==> src/rtl/wsp_scan_sequencer.sv <==
// IEEE 1500 WSP scan sequencer: one start request runs a capture/shift/update scan on the WIR or a data register.
// Build option WSP_SCAN_SEQ_CAPTURE_EN: when defined, a CAPTURE cycle precedes SHIFT; when undefined, IDLE goes straight to SHIFT.
//
//   state   | meaning
//   --------+-----------------------------------------------
//   IDLE    | waiting for start, all strobes low
//   CAPTURE | CaptureWR high, bit index and dr_out cleared
//   SHIFT   | ShiftWR high, WSI = word[k], dr_out[k] <= WSO
//   UPDATE  | UpdateWR high, done follows in the next cycle
module wsp_scan_sequencer #(
   parameter int IR_LEN = 12,
   parameter int DR_MAX = 32,
   parameter int LW     = $clog2(DR_MAX + 1)
) (
   input  logic              WRCK,
   input  logic              WRSTN,
   input  logic              start,
   input  logic              op,
   input  logic [IR_LEN-1:0] ir_code,
   input  logic [DR_MAX-1:0] dr_in,
   input  logic [LW-1:0]     dr_len,
   input  logic              WSO,
   output logic              SelectWIR,
   output logic              CaptureWR,
   output logic              ShiftWR,
   output logic              UpdateWR,
   output logic              WSI,
   output logic              busy,
   output logic              done,
   output logic [DR_MAX-1:0] dr_out
);

   localparam int WW = (IR_LEN > DR_MAX) ? IR_LEN : DR_MAX;
   localparam int CW = $clog2(WW + 1);

   typedef enum logic [1:0] {
      S_IDLE,
      S_CAPTURE,
      S_SHIFT,
      S_UPDATE
   } state_t;

   state_t            r_state;
   state_t            w_next;
   logic              r_op;
   logic              w_op_next;
   logic              w_accept;
   logic [CW-1:0]     r_len;
   logic [CW-1:0]     r_idx;
   logic [CW-1:0]     w_n;
   logic [WW-1:0]     r_sh;
   logic [WW-1:0]     w_word;
   logic [WW-1:0]     w_src;
   logic [DR_MAX-1:0] r_dr;
   logic              r_sel;
   logic              r_shift;
   logic              r_upd;
   logic              r_wsi;
   logic              r_busy;
   logic              r_done;

   assign w_accept  = (r_state == S_IDLE) && start;
   assign w_op_next = w_accept ? op : r_op;
   assign w_word    = op ? WW'(dr_in) : WW'(ir_code);
   assign w_n       = op ? ((dr_len > LW'(DR_MAX)) ? CW'(DR_MAX) : CW'(dr_len))
                         : CW'(IR_LEN);
   // Without a capture cycle the first bit must come straight from the inputs.
   assign w_src     = (r_state == S_IDLE) ? w_word : r_sh;

   always_comb begin
      w_next = r_state;
      case (r_state)
         S_IDLE: begin
            if (start) begin
`ifdef WSP_SCAN_SEQ_CAPTURE_EN
               w_next = S_CAPTURE;
`else
               w_next = (w_n == '0) ? S_UPDATE : S_SHIFT;
`endif
            end
         end
         S_CAPTURE: w_next = (r_len == '0) ? S_UPDATE : S_SHIFT;
         S_SHIFT:   w_next = (r_idx == r_len - 1'b1) ? S_UPDATE : S_SHIFT;
         S_UPDATE:  w_next = S_IDLE;
         default:   w_next = S_IDLE;
      endcase
   end

   always_ff @(posedge WRCK or negedge WRSTN) begin
      if (!WRSTN) begin
         r_state <= S_IDLE;
         r_op    <= 1'b0;
         r_len   <= '0;
         r_idx   <= '0;
         r_sh    <= '0;
         r_dr    <= '0;
         r_sel   <= 1'b0;
         r_shift <= 1'b0;
         r_upd   <= 1'b0;
         r_wsi   <= 1'b0;
         r_busy  <= 1'b0;
         r_done  <= 1'b0;
      end else begin
         r_state <= w_next;
         r_op    <= w_op_next;
         r_sel   <= (w_next != S_IDLE) && !w_op_next;
         r_shift <= (w_next == S_SHIFT);
         r_upd   <= (w_next == S_UPDATE);
         r_busy  <= (w_next != S_IDLE);
         r_done  <= (r_state == S_UPDATE);

         if (w_accept) begin
            r_len <= w_n;
            r_idx <= '0;
            r_sh  <= w_word;
`ifndef WSP_SCAN_SEQ_CAPTURE_EN
            r_dr  <= '0;
`endif
         end

         if (r_state == S_CAPTURE) begin
            r_idx <= '0;
            r_dr  <= '0;
         end

         if (r_state == S_SHIFT) begin
            for (int i = 0; i < DR_MAX; i++) begin
               if (r_idx == CW'(i)) r_dr[i] <= WSO;
            end
            r_idx <= r_idx + 1'b1;
         end

         if (w_next == S_SHIFT) begin
            r_wsi <= w_src[0];
            r_sh  <= w_src >> 1;
         end else begin
            r_wsi <= 1'b0;
         end
      end
   end

`ifdef WSP_SCAN_SEQ_CAPTURE_EN
   logic r_cap;

   always_ff @(posedge WRCK or negedge WRSTN) begin
      if (!WRSTN) r_cap <= 1'b0;
      else        r_cap <= (w_next == S_CAPTURE);
   end

   assign CaptureWR = r_cap;
`else
   assign CaptureWR = 1'b0;
`endif

   assign SelectWIR = r_sel;
   assign ShiftWR   = r_shift;
   assign UpdateWR  = r_upd;
   assign WSI       = r_wsi;
   assign busy      = r_busy;
   assign done      = r_done;
   assign dr_out    = r_dr;

endmodule

==> config.mk <==
export PLATFORM = sky130hd
export DESIGN_NAME = wsp_scan_sequencer
export DESIGN_NICKNAME = d
export VERILOG_FILES = /design/src/rtl/wsp_scan_sequencer.sv
export SDC_FILE = /design/constraint.sdc
export NUM_CORES = 1
export LEC_CHECK = 0
export BUFFER_PORTS_ARGS = -buffer_cell sky130_fd_sc_hd__buf_2
export CAP_MARGIN = 20
export CORE_ASPECT_RATIO = 1.4
export CORE_MARGIN = 8
export CORE_UTILIZATION = 30
export CTS_BUF_LIST = sky130_fd_sc_hd__clkbuf_4
export DETAILED_ROUTE_END_ITERATION = 8
export PLACE_DENSITY = 0.5
export SYNTH_ARGS = -nofsm -noshare
export SYNTH_HDL_FRONTEND = slang
export SYNTH_SLANG_ARGS = --single-unit
==> constraint.sdc <==
create_clock -name WRCK -period 2.7 [get_ports WRCK]
set_input_delay 0.27 -clock WRCK [delete_from_list [all_inputs] [get_ports WRCK]]
set_output_delay 0.27 -clock WRCK [all_outputs]
set_load 0.01 [all_outputs]
==> results.md, run 1 <==
Min path:
- In this run the most critical hold path is launched from dr_len[4].
- The worst hold endpoint is r_len[4]$_DFFE_PN0P_.
- The worst hold path passes through 2 cells.
- The type of the most critical hold path is in2reg.

Yosys:
- The leading register cell type out of synthesis is sky130_fd_sc_hd__dfrtp_1.
- In this run, distinct cell masters in the synthesized netlist total 43.
- The number of warnings issued by yosys is 0.
- Synthesis produced a netlist whose cell count is 530.
- By area the synthesized netlist is led by sky130_fd_sc_hd__dfrtp_1 45%, sky130_fd_sc_hd__mux2i_1 9.2%, sky130_fd_sc_hd__nand2_1 8.2%.
- After synthesis, the mean cell area works out to 8.85 um2.
- The number of nets produced by synthesis is 595.
- The commonest cells after synthesis are 102 x sky130_fd_sc_hd__nand2_1, 85 x sky130_fd_sc_hd__dfrtp_1, 54 x sky130_fd_sc_hd__a21oi_1.
- After synthesis, the share of flip-flops with an asynchronous set or reset is 100%.
- The dominant cell type by area after synthesis is sky130_fd_sc_hd__dfrtp_1.
- The register area share after synthesis is 45.4%.
- The synthesized design contains 85 register bits.
- In this run, synthesis inferred 0 flip-flops with an integrated enable.
- The leading cell type by number of instances after synthesis is sky130_fd_sc_hd__nand2_1.
- The synthesized netlist occupies a cell area of 4690 um2.
- The proportion of netlist area held by the largest area contributor is 45.4%.

Worst setup path:
- The endpoint of the worst-slack reg-to-reg timing path is r_sh[30]$_DFFE_PN0P_.
- STA classifies the critical path endpoint as a register.
- The signal on the critical path passes through inv_1 -> ha_1 -> xor2_1 -> nand3_1 -> nor4_2 -> a311oi_4 -> buf_4 -> mux2i_1.
- For this design, the slowest cell found on the critical path is sky130_fd_sc_hd__nor4_2.
- STA puts the critical path data arrival time at 2600 ps.
- The category of the worst setup path launch point is a register.
- The endpoint required time on the critical path is 3050 ps.
- In this run the critical register-to-register path is launched from r_len[0]$_DFFE_PN0P_.
- The critical path in this run is classified as reg2reg.
- The critical path buffer and inverter count is 2.
- The depth of the most critical reg-to-reg path is 8.
- The delay of the slowest critical-path stage is 480 ps.
- The cell type group with the largest total delay on the critical path is simple AND/OR/NAND/NOR gates.
- Along the worst path, the maximum fanout reaches 15.
- The slack of the worst reg-to-reg path is 440 ps.

Timing:
- The final hold violation count is 0.
- The smallest clock period supported by the final layout is computed as 2260 ps.
- The number of max-slew violations in the final report was 0.
- Timing would allow up to 0.443 GHz.
- Headroom to the max-slew limit came out at 59.0%.
- The clock arrives with 19.6 ps of skew.
- Setup repair after global routing left no endpoint under its margin.
- Dividing the final minimum period by the clock period gives 83.6%.
- The setup TNS is 0 ps.
- Setup violations remaining at the end of the flow were counted as 0.
- At the pin with the least slew margin, the transition time is 615 ps.

Place:
- The half-perimeter wire length after detailed placement is 8460 um.
- The count of buffers added on input and output ports is 92.
- The routability congestion estimate is 0.802.

Outcome:
- The run finished with clean final reports.

Run:
- The max capacitance violation total is 0.

Power:
- The share of total power consumed by net switching is 40.6%.
- The internal power of the cells totals 3670 uW.
- In this run the static leakage power is 0.00275 uW.
- IR analysis of the VDD net gives a maximum drop of 0.000424 V.
- The clock network accounts for 16.9% of the total power.
- Power spread over the standard cell area amounts to 1110 nW/um2.
- The completed layout was analyzed and its total power is 6180 uW.
- The net switching component of the power is 2510 uW.
- Registers are responsible for 33.5% of the overall power.
- The share of total power in combinational logic is 49.6%.

Global routing:
- The global-route congestion overflow total is 0.
- The maximum number of pins on one net before global-route repair is 65.
- For met1 alone, demand over resource in global routing was 15.8%.
- The via count of the first global-routing pass was 4105.
- For this run, the total global-route usage over all layers was measured as 12.6%.
- The first global-routing pass estimated 20300 um of wire.
- The global routing stage identified its most utilized layer as met2.
- The met3 usage in global routing is 3.23%.
- The number of antenna violations at the first check in global routing was 1.
- The met2 track demand over resource in global routing is 20.1%.

Drt:
- The count of unresolved DRC violations after routing is 0.
- Summing over every cut layer, the via total after detailed routing is 4024.
- After detailed routing, the average wire length per cell comes to 14.8 um.
- The ratio of routed vias to standard cells is 4.99.
- The post-detailed-route count of antenna-violating nets is 0.
- The first TritonRoute pass finished after 4 iterations.
- The final wirelength is 12000 um.
- The detailed router's first-iteration violation count is 306.

Clock network:
- The number of gates resized after CTS was 0.
- The root buffer cell chosen for the clock tree is sky130_fd_sc_hd__clkbuf_4.
- The maximum level of the CTS H-tree is 3.
- The insertion delay to the later sink of the worst-skew pair is 460 ps.
- Buffers inserted to repair hold after CTS numbered 1.
- The clock input transition at the sequential cells of the worst setup and hold paths is 150 ps.
- The maximum buffer depth of the clock tree is 2.
- The buffers inserted during post-CTS setup optimization is 0.
- The clock net in this run drives a total of 85 sinks.
- The clock tree from TritonCTS is built.
- Buffers inserted during clock tree synthesis total 9.

Final layout:
- The fill cell instance count of the final layout is 1615.
- The net total in the final layout is 670.
- The fraction of final layout cells sized beyond drive strength 1 is 23.9%.
- Relative to the synthesized area, the layout overhead comes to 18.8%.
- Registers take 2130 um2.
- Summing all multi-input logic gate instances after layout gives 2350 um2.

Die:
- The total number of placement rows is 54.
- From left edge to right edge, the die measures 122 um.
- The area of the die is 19900 um2.
- In this run the count of I/O pins placed on the die edge is 94.
- The vertical extent of the die is 164 um.
- In this run the standard cell core region covers 15500 um2.
- The initial core utilization is 30.3%.
[cell usage in the layout (no fill, tap or decap), types with 4 or more instances in the layout]
cell type and n:
sky130_fd_sc_hd__nor2b_1 4, sky130_fd_sc_hd__a31oi_1 4, sky130_fd_sc_hd__nand3_1 24, sky130_fd_sc_hd__ha_1 9, sky130_fd_sc_hd__nor3_1 4, sky130_fd_sc_hd__o211ai_1 12, sky130_fd_sc_hd__bufinv_16 4, sky130_fd_sc_hd__nor2_1 40
sky130_fd_sc_hd__mux2i_1 43, sky130_fd_sc_hd__a31o_2 16, sky130_fd_sc_hd__nand2b_1 5, sky130_fd_sc_hd__and3_1 5, sky130_fd_sc_hd__buf_4 8, sky130_fd_sc_hd__xnor2_1 8, sky130_fd_sc_hd__clkbuf_4 12, sky130_fd_sc_hd__a21oi_1 54
sky130_fd_sc_hd__inv_1 12, sky130_fd_sc_hd__nand2_1 101, sky130_fd_sc_hd__o21ai_0 36, sky130_fd_sc_hd__buf_2 91, sky130_fd_sc_hd__dfrtp_1 85
[worst max path at each step]
stage / start / endpoint / slack, ps / depth (start not counted)
final: r_len[0]$_DFFE_PN0P_ / r_sh[30]$_DFFE_PN0P_ / 440 / 8
after global routing: r_state[0]$_DFF_PN0_ / dr_out[2]$_DFF_PN0_ / 180 / 7
after CTS: r_len[0]$_DFFE_PN0P_ / r_sh[29]$_DFFE_PN0P_ / 410 / 8
after detailed placement: r_len[0]$_DFFE_PN0P_ / r_sh[29]$_DFFE_PN0P_ / 460 / 8
after global placement: r_len[0]$_DFFE_PN0P_ / r_sh[27]$_DFFE_PN0P_ / 510 / 8
after floorplan: r_len[0]$_DFFE_PN0P_ / r_sh[0]$_DFFE_PN0P_ / 750 / 9
[through the flow]
stage	std cells	instance area (um2)	hold slack, ps	util, %	worst slack, ps
finish	807	5570	55.1	36.0	442
global route	807	5570	30.5	36.0	179
global placement	789	5350	262	34.6	509
CTS	806	5570	13.9	36.0	415
detailed placement	789	5350	267	34.6	464
floorplan	530	4690	-25.6	-	749
[area by class of cell]
type,instances,area share [%]
Antenna cell,1,0.0449
Clock buffer,12,1.62
Sequential cell,85,38.2
Inverter,12,0.809
Clock inverter,4,2.16
Timing Repair Buffer,103,10.5
Multi-Input combinational cell,394,42.3
Tap cell,196,4.40
[kinds of logic (layout without fill, tap and decap cells)]
| kind of cell | Yosys count | count (layout) | share of synthesized area, % |
|---|---|---|---|
| AND/OR/NAND/NOR | 196 | 196 | 18.3 |
| other | 1 | 2 | 0.0800 |
| XOR/XNOR | 11 | 11 | 2.21 |
| multiplexers | 44 | 44 | 9.42 |
| buffers and inverters | 51 | 131 | 4.96 |
| adder cells (fa/ha/maj) | 10 | 10 | 2.67 |
| flip-flops | 85 | 85 | 45.4 |
| AO/OA/AOI/OAI | 132 | 132 | 17.0 |
[power groups by stage]
stage | sequential [uW] | combinational [uW] | clock [uW]
floorplan | 2080 | 2340 | 0
global placement | 2100 | 3060 | 0
detailed placement | 2100 | 3130 | 0
CTS | 2080 | 3140 | 1080
global route | 2140 | 3470 | 1130
finish | 2070 | 3070 | 1050
[registers in the layout (all words and copies together) (netlist names)]
register   cells
r_len          6
r_sh          32
dr_out        32
done           1
busy           1
r_idx          6
ShiftWR        1
r_state        2
WSI            1
SelectWIR      1
UpdateWR       1
r_op           1
[per-layer routing]
| metal | share of wire [%] | vias to the layer above | routed length (um) |
|---|---|---|---|
| met2 | 46 | 104 | 5520 |
| met4 | 1.5 | 0 | 182 |
| met3 | 6.3 | 12 | 751 |
| li1 | - | 1983 | - |
| met5 | 0 | - | 0 |
| met1 | 46 | 1925 | 5510 |
Note: power is estimated with default switching activity, not from simulation.
==> run 2: changes to the inputs <==
==> constraint.sdc (replaced) <==
create_clock -name WRCK -period 2.3 [get_ports WRCK]
set_input_delay 0.23 -clock WRCK [delete_from_list [all_inputs] [get_ports WRCK]]
set_output_delay 0.23 -clock WRCK [all_outputs]
set_load 0.01 [all_outputs]
==> run 2 against run 1 <==
Setup slack lost 270 ps. Sequential share of layout area shrank 0.19 points. First-iteration DRC count grew 17%. Highest routed layer unchanged.
==> results.md, run 2 (synthesis results as in run 1) <==
Outcome:
- The run finished with clean final reports.

Final layout:
- In the final layout, the registers with the most flip-flops are dr_out (32), r_sh (32).
- The number of antenna diodes in the final layout is 0.
- From synthesis to final layout, the design area changed by 19.4%.
- The library cell used most frequently in the layout, excluding fill and tap cells, is sky130_fd_sc_hd__nand2_1.
- Counting the fill cells in the layout gives 1594.
- The finished cells cover 5600 um2.
- Cells fill 36.2% of the core in the end.
- The net total in the final layout is 682.
- The library cells used most frequently in the layout, excluding fill and tap cells, are 101 x sky130_fd_sc_hd__nand2_1, 91 x sky130_fd_sc_hd__buf_2, 85 x sky130_fd_sc_hd__dfrtp_1, 54 x sky130_fd_sc_hd__a21oi_1, 43 x sky130_fd_sc_hd__mux2i_1.
- Cells with a size suffix above 1 make up 24.5% of the layout.

Place:
- The routability congestion estimate is 0.805.
- The placed standard-cell area is 5430 um2.
- The half-perimeter wire length after detailed placement is 8800 um.
- Buffers placed on the I/O ports in this run total 92.

Run:
- The tool flagged a number of max-cap violations equal to 0.

Timing:
- The number of max-slew violations in the final report is 0.
- The worst setup skew after layout is 15.9 ps.
- The highest achievable clock rate is 0.471 GHz.
- The worst hold-check slack is 54.3 ps.
- The number of endpoints failing setup at the final stage is 0.
- Setup repair after global routing left no endpoint under its margin.
- The final hold violation count is 0.
- The final clock period utilization by the worst path is 92.3%.
- The worst-margin pin slew is 595 ps.
- In this run the tightest slew margin relative to its limit is 60.3%.
- Summed over all failing endpoints, the final setup total negative slack is 0 ps.
- Subtracting the final worst setup slack from the clock period gives 2120 ps.

Clock network:
- TritonCTS built the clock tree.
- The number of clock buffers inserted by TritonCTS is 9.
- The clock tree synthesis step divided the H-tree into 3 levels.
- The maximum buffer depth of the clock tree is 2.
- Clock latency on the worst-skew pair, taken at its later pin, is 450 ps.
- The clock input transition at the sequential cells of the worst setup and hold paths is 140 ps.
- Post-CTS timing repair inserted 0 buffers for setup.
- The clock sink count is 85.
- The cell sitting at the root of the clock tree is a sky130_fd_sc_hd__clkbuf_4.

Drt:
- Summing over every cut layer, the via total after detailed routing is 4018.
- The ratio of routed vias to standard cells is 4.92.
- The first TritonRoute pass finished after 4 iterations.
- After the first detailed-routing iteration, the DRC count stood at 359.
- In the routed design, unresolved DRC markers number 0.
- Summed over all layers, the routed wires come to 12000 um.
- The detail-routed net length per standard cell is 14.7 um.
- The post-detailed-route count of antenna-violating nets is 0.

Worst setup path:
- The endpoint of the worst-slack reg-to-reg timing path is r_sh[27]$_DFFE_PN0P_.
- The depth of the most critical reg-to-reg path is 8.
- The slowest stage of the critical path belongs to the cell sky130_fd_sc_hd__dfrtp_1.
- At the worst endpoint, the arrival time is 2460 ps.
- Traced cell by cell, the critical path runs through inv_1 -> ha_1 -> xor2_1 -> nand3_1 -> nor4_4 -> a311oi_4 -> buf_12 -> mux2i_1.
- The kind of critical path is reg2reg.
- The critical-path maximum fanout is 17.
- The launching point of the worst reg2reg path is r_len[0]$_DFFE_PN0P_.
- At the worst endpoint, the required time is 2630 ps.
- The largest single stage delay on the critical path is 400 ps.
- The slack of the worst reg-to-reg path is 180 ps.
- STA classifies the critical path startpoint as a register.
- The nature of the critical path endpoint is a register.

Die:
- Once the floorplan was initialized, standard cells occupied 30.3% of the core.
- The overall die width is 122 um.
- 94 I/O pins were placed.
- After floorplanning, the core was divided into 54 placement rows.
- Measured along the y axis, the die boundary spans 164 um.
- The die covers 19900 um2.
- The placeable core region is 15500 um2.

Global routing:
- The global-route congestion overflow total is 0.
- Entering global routing, the biggest net connects 65 pins.
- The first global-routing pass estimated 20400 um of wire.
- The overall fraction of global-route tracks in use is 12.6%.
- The number of antenna violations at the first check in global routing is 0.
- The via count of the first global-routing pass came to 4084.

Min path:
- The critical hold path startpoint is dr_in[31].
- For hold timing, the worst endpoint is r_sh[31]$_DFFE_PN0P_.
- The worst hold path passes through 3 cells.
- The type of the most critical hold path is in2reg.

Power:
- The power density of the placed cells is 1260 nW/um2.
- The maximum ir drop on the vdd rail is 0.000488 V.
- The static power due to leakage is 0.00277 uW.
==> run 2: how the worst max path moves through the flow <==
stage,start,end,slack (ps),depth (start not counted)
after detailed placement,r_len[0]$_DFFE_PN0P_,r_sh[30]$_DFFE_PN0P_,80,8
after global routing,r_len[0]$_DFFE_PN0P_,r_sh[21]$_DFFE_PN0P_,3,8
final,r_len[0]$_DFFE_PN0P_,r_sh[27]$_DFFE_PN0P_,180,8
after global placement,r_len[0]$_DFFE_PN0P_,r_sh[30]$_DFFE_PN0P_,130,8
after floorplan,r_len[0]$_DFFE_PN0P_,r_sh[0]$_DFFE_PN0P_,350,9
after CTS,r_len[0]$_DFFE_PN0P_,r_sh[27]$_DFFE_PN0P_,50,8
==> run 2: layer usage <==
metal  wire, um  global-route usage [%]  part of all wire (%)
met1       5410                    15.8                    45
met2       5730                    20.4                    48
met3        660                    2.89                   5.5
met4        204                    5.23                   1.7
met5          0                       0                     0
==> run 2: metrics by stage <==
stage | std cells | setup slack [ps] | total power (uW)
after floorplan | 530 | 349 | 5190
after global placement | 798 | 128 | 6200
after detailed placement | 798 | 81.7 | 6300
after CTS | 816 | 53.3 | 7150
after global routing | 816 | 2.63 | 7710
final | 816 | 176 | 7070
==> run 2: layout make-up <==
class | instances | area [um2] | area share, %
inverters | 12 | 45.0 | 0.805
well taps | 196 | 245 | 4.38
clock inverters | 3 | 38.8 | 0.693
repair buffers | 115 | 696 | 12.4
clock buffers | 11 | 82.6 | 1.48
flip-flops and latches | 85 | 2130 | 38.0
multi-input cells | 394 | 2360 | 42.2
==> run 2: what timing repair did <==
action,in CTS,in global routing
hold buffers,4,0
resized for setup,0,1
setup endpoints to repair,0,33
hold endpoints to repair,44,0
==> run 2: report_power, final <==
| part | internal [uW] | switching (uW) | total [uW] |
|---|---|---|---|
| Combinational | 1660 | 2150 | 3810 |
| Sequential | 2080 | 340 | 2420 |
| Clock | 340 | 498 | 839 |
==> run 2: worst max-delay path: cells and delay by family, from the launching register on <==
kind                     cells  cell delay [ps]
flip-flops                   1              400
buffers and inverters        2              290
XOR/XNOR                     1              160
adder cells (fa/ha/maj)      1              300
AO/OA/AOI/OAI                1              210
multiplexers                 1              130
AND/OR/NAND/NOR              2              510
==> run 3: changes to the inputs <==
--- a/config.mk
+++ b/config.mk
@@ -5,6 +5,7 @@
 export SDC_FILE = /design/constraint.sdc
 export NUM_CORES = 1
 export LEC_CHECK = 0
+export ABC_AREA = 0
 export BUFFER_PORTS_ARGS = -buffer_cell sky130_fd_sc_hd__buf_2
 export CAP_MARGIN = 20
 export CORE_ASPECT_RATIO = 1.4
@@ -12,7 +13,7 @@
 export CORE_UTILIZATION = 30
 export CTS_BUF_LIST = sky130_fd_sc_hd__clkbuf_4
 export DETAILED_ROUTE_END_ITERATION = 8
-export PLACE_DENSITY = 0.5
+export PLACE_DENSITY_LB_ADDON = 0.2
 export SYNTH_ARGS = -nofsm -noshare
 export SYNTH_HDL_FRONTEND = slang
 export SYNTH_SLANG_ARGS = --single-unit
==> run 3 against run 2 <==
Flip-flop and latch count did not move. Power up 1.9%. Wire length is 3.1% higher. Core utilization increased by 0.097 points. First-iteration DRC count decreased by 41%. Via count up 0.12%.
==> results.md, run 3 (synthesis results as in run 1) <==
Clock network:
- The clock input transition at the sequential cells of the worst setup and hold paths is 130 ps.
- Clock tree synthesis inserted a total of 9 buffers.
- Clock tree synthesis found a total of 85 sinks.
- At the later pin of the worst-skew pair, clock insertion delay measures 450 ps.
- TritonCTS built the clock tree.
- The maximum level of the CTS H-tree is 3.
- Clock tree synthesis selected as its root buffer the cell sky130_fd_sc_hd__clkbuf_4.
- Counting along the longest clock path gives a buffer depth of 2.

Worst setup path:
- In this design, the stage delay of the slowest critical-path cell is 420 ps.
- The worst setup path is captured at a register.
- The cell with the most instances on the worst path is sky130_fd_sc_hd__buf_4.
- The cell type group with the largest total delay on the critical path is buffers and inverters.
- STA puts the critical path data arrival time at 2560 ps.
- Among all stages on the critical path, the largest delay is contributed by sky130_fd_sc_hd__dfrtp_1.
- The critical path buffer and inverter count is 4.
- The category of the worst setup path launch point is a register.
- The critical path goes through inv_1 -> ha_1 -> nor3b_2 -> xnor2_1 -> nor4_2 -> buf_4 -> a311oi_4 -> buf_4 -> buf_8 -> mux2i_1.
- The kind of critical path is reg2reg.
- STA puts the critical path data required time at 2670 ps.
- In this run the worst path has a maximum fanout of 17.

Place:
- Detailed placement finished with a half-perimeter wire length of 8450 um.
- The post-placement cell count is 796.
- The routability congestion estimate is 0.770.
- Buffers placed on the I/O ports in this run total 92.

Global routing:
- The overall fraction of global-route tracks in use is 12.4%.
- The wire length of the first global-routing pass is 20100 um.
- The maximum number of pins on one net before global-route repair is 86.
- For this run the aggregate overflow at the end of global routing stands at 0.
- The number of antenna violations at the first check in global routing is 1.
- The via count of the first global-routing pass is 4047.

Drt:
- For this run, design rule violations remaining after detail routing come to 0.
- The final wirelength is 12400 um.
- The detail-routed net length per standard cell is 15.1 um.
- The post-detailed-route count of antenna-violating nets is 0.
- For this block, the initial DRC count from the detailed router was 212.
- After detailed routing, the number of vias per cell comes to 4.90.
- The total number of vias is 4023.
- The number of optimization iterations in the first detailed-route pass is 4.

Final layout:
- The non-filler instance count after layout is 821.
- The top cell types in the final layout, fill and taps aside, are 101 x sky130_fd_sc_hd__nand2_1, 91 x sky130_fd_sc_hd__buf_2, 85 x sky130_fd_sc_hd__dfrtp_1, 54 x sky130_fd_sc_hd__a21oi_1, 43 x sky130_fd_sc_hd__mux2i_1.
- The layout-stage area growth over the synthesis result is 19.7%.
- In the final design database the tool counted 683 nets.
- The largest registers in the layout are dr_out (32), r_sh (32).
- The fraction of final layout cells sized beyond drive strength 1 is 24.9%.
- The commonest non-fill, non-tap cell in the layout is sky130_fd_sc_hd__nand2_1.
- Counting the fill cells in the layout gives 1629.
- Measured on the finished design, the core utilization comes to 36.3%.

Timing:
- The final critical path takes up 95.0% of the cycle.
- Static timing analysis puts the maximum clock frequency at 0.458 GHz.
- Subtracting the final worst setup slack from the clock period gives 2190 ps.
- The setup TNS is 0 ps.
- The worst setup skew after layout is 18.9 ps.
- Setup violations remaining at the end of the flow were counted as 0.
- The number of max-slew violations in the final report is 0.
- The final hold violation count is 0.
- For the pin with the worst max-slew slack, the measured transition is 582 ps.
- The worst pin sits at a relative slew slack of 61.2%.

Outcome:
- The flow ran to the end, and the final reports show no timing, DRC or antenna violations.

Power:
- The maximum ir drop on the vdd rail is 0.000488 V.
- The power density of the placed cells is 1280 nW/um2.
- The net switching component of the power is 3080 uW.
- The cell internal power dissipation is 4120 uW.
- The portion of total power attributed to the clock network is 12.1%.
- In this run switching power makes up 42.7% of total power.
- The static power due to leakage is 0.00278 uW.
- The share of total power in combinational logic is 54.3%.
- The relative contribution of sequential cells to total power is 33.6%.

Min path:
- The min-delay analysis places its worst path in the category in2reg.

Die:
- The floorplan step defined a core boundary enclosing 15500 um2.
- Once the floorplan was initialized, standard cells occupied 30.3% of the core.
- The overall die width is 122 um.
- The area of the die is 19900 um2.
- The I/O pin count is 94.
- Measured along the y axis, the die boundary spans 164 um.
- The total number of placement rows is 54.

Run:
- The max capacitance violation total is 0.
==> run 3: worst register-to-register path, cell delays in order (launching register included) <==
cell,delay (ps)
sky130_fd_sc_hd__dfrtp_1,420
sky130_fd_sc_hd__inv_1,110
sky130_fd_sc_hd__ha_1,210
sky130_fd_sc_hd__nor3b_2,200
sky130_fd_sc_hd__xnor2_1,150
sky130_fd_sc_hd__nor4_2,70
sky130_fd_sc_hd__buf_4,150
sky130_fd_sc_hd__a311oi_4,220
sky130_fd_sc_hd__buf_4,190
sky130_fd_sc_hd__buf_8,210
sky130_fd_sc_hd__mux2i_1,200
==> run 3: what timing repair did <==
action | in CTS | in global routing
gates resized for setup | 0 | 2
buffers inserted | 0 | 2
hold buffers | 3 | 0
endpoints found under the setup margin | 0 | 20
hold endpoints to repair | 87 | 0
==> run 3: metal layers <==
layer / part of all wire, % / vias up / global-route usage, % / wire, um
li1: - / 2007 / - / -
met1: 44 / 1899 / 15.3 / 5480
met3: 5.2 / 13 / 2.92 / 644
met5: 0 / - / 0 / 0
met2: 49 / 104 / 20.5 / 6050
met4: 1.6 / 0 / 4.90 / 202
==> run 3: power by group through the flow <==
stage,logic (uW),registers [uW],clock network (uW)
after global placement,3660,2440,0
after CTS,3760,2430,911
after floorplan,2750,2440,0
final,3910,2420,872
after global routing,4370,2500,974
after detailed placement,3760,2450,0
==> run 3: final timing paths <==
path	startpoint	endpoint	slack (ps)	cells past startpoint
setup reg to reg	r_len[0]$_DFFE_PN0P_	r_sh[27]$_DFFE_PN0P_	110	10
max in group asynchronous	WRSTN	r_state[1]$_DFF_PN0_	1570	3
hold reg to reg	r_op$_DFF_PN0_	r_op$_DFF_PN0_	500	2
hold / removal	dr_len[0]	r_len[0]$_DFFE_PN0P_	50	3
setup / recovery	r_len[0]$_DFFE_PN0P_	r_sh[27]$_DFFE_PN0P_	110	10
min in group asynchronous	WRSTN	dr_out[8]$_DFF_PN0_	310	3
==> run 3: per-stage QoR <==
stage / setup slack [ps] / instance area, um2 / total power, uW / hold slack, ps
after CTS: 60.4 / 5560 / 7100 / 17.4
after detailed placement: 88.5 / 5400 / 6210 / 318
after global placement: 182 / 5400 / 6100 / 315
after global routing: -13.6 / 5610 / 7840 / 11.7
final: 114 / 5610 / 7200 / 46.9
after floorplan: 349 / 4690 / 5190 / -65.6
==> run 3: area by class of cell <==
class	instances	area, um2	share of cell area, %
tap	196	245	4.37
multi-input combinational	394	2350	42.0
clock inverter	7	63.8	1.14
antenna	2	5.00	0.0892
sequential	85	2130	37.9
timing repair buffer	116	704	12.6
clock buffer	9	67.6	1.20
inverter	12	45.0	0.802
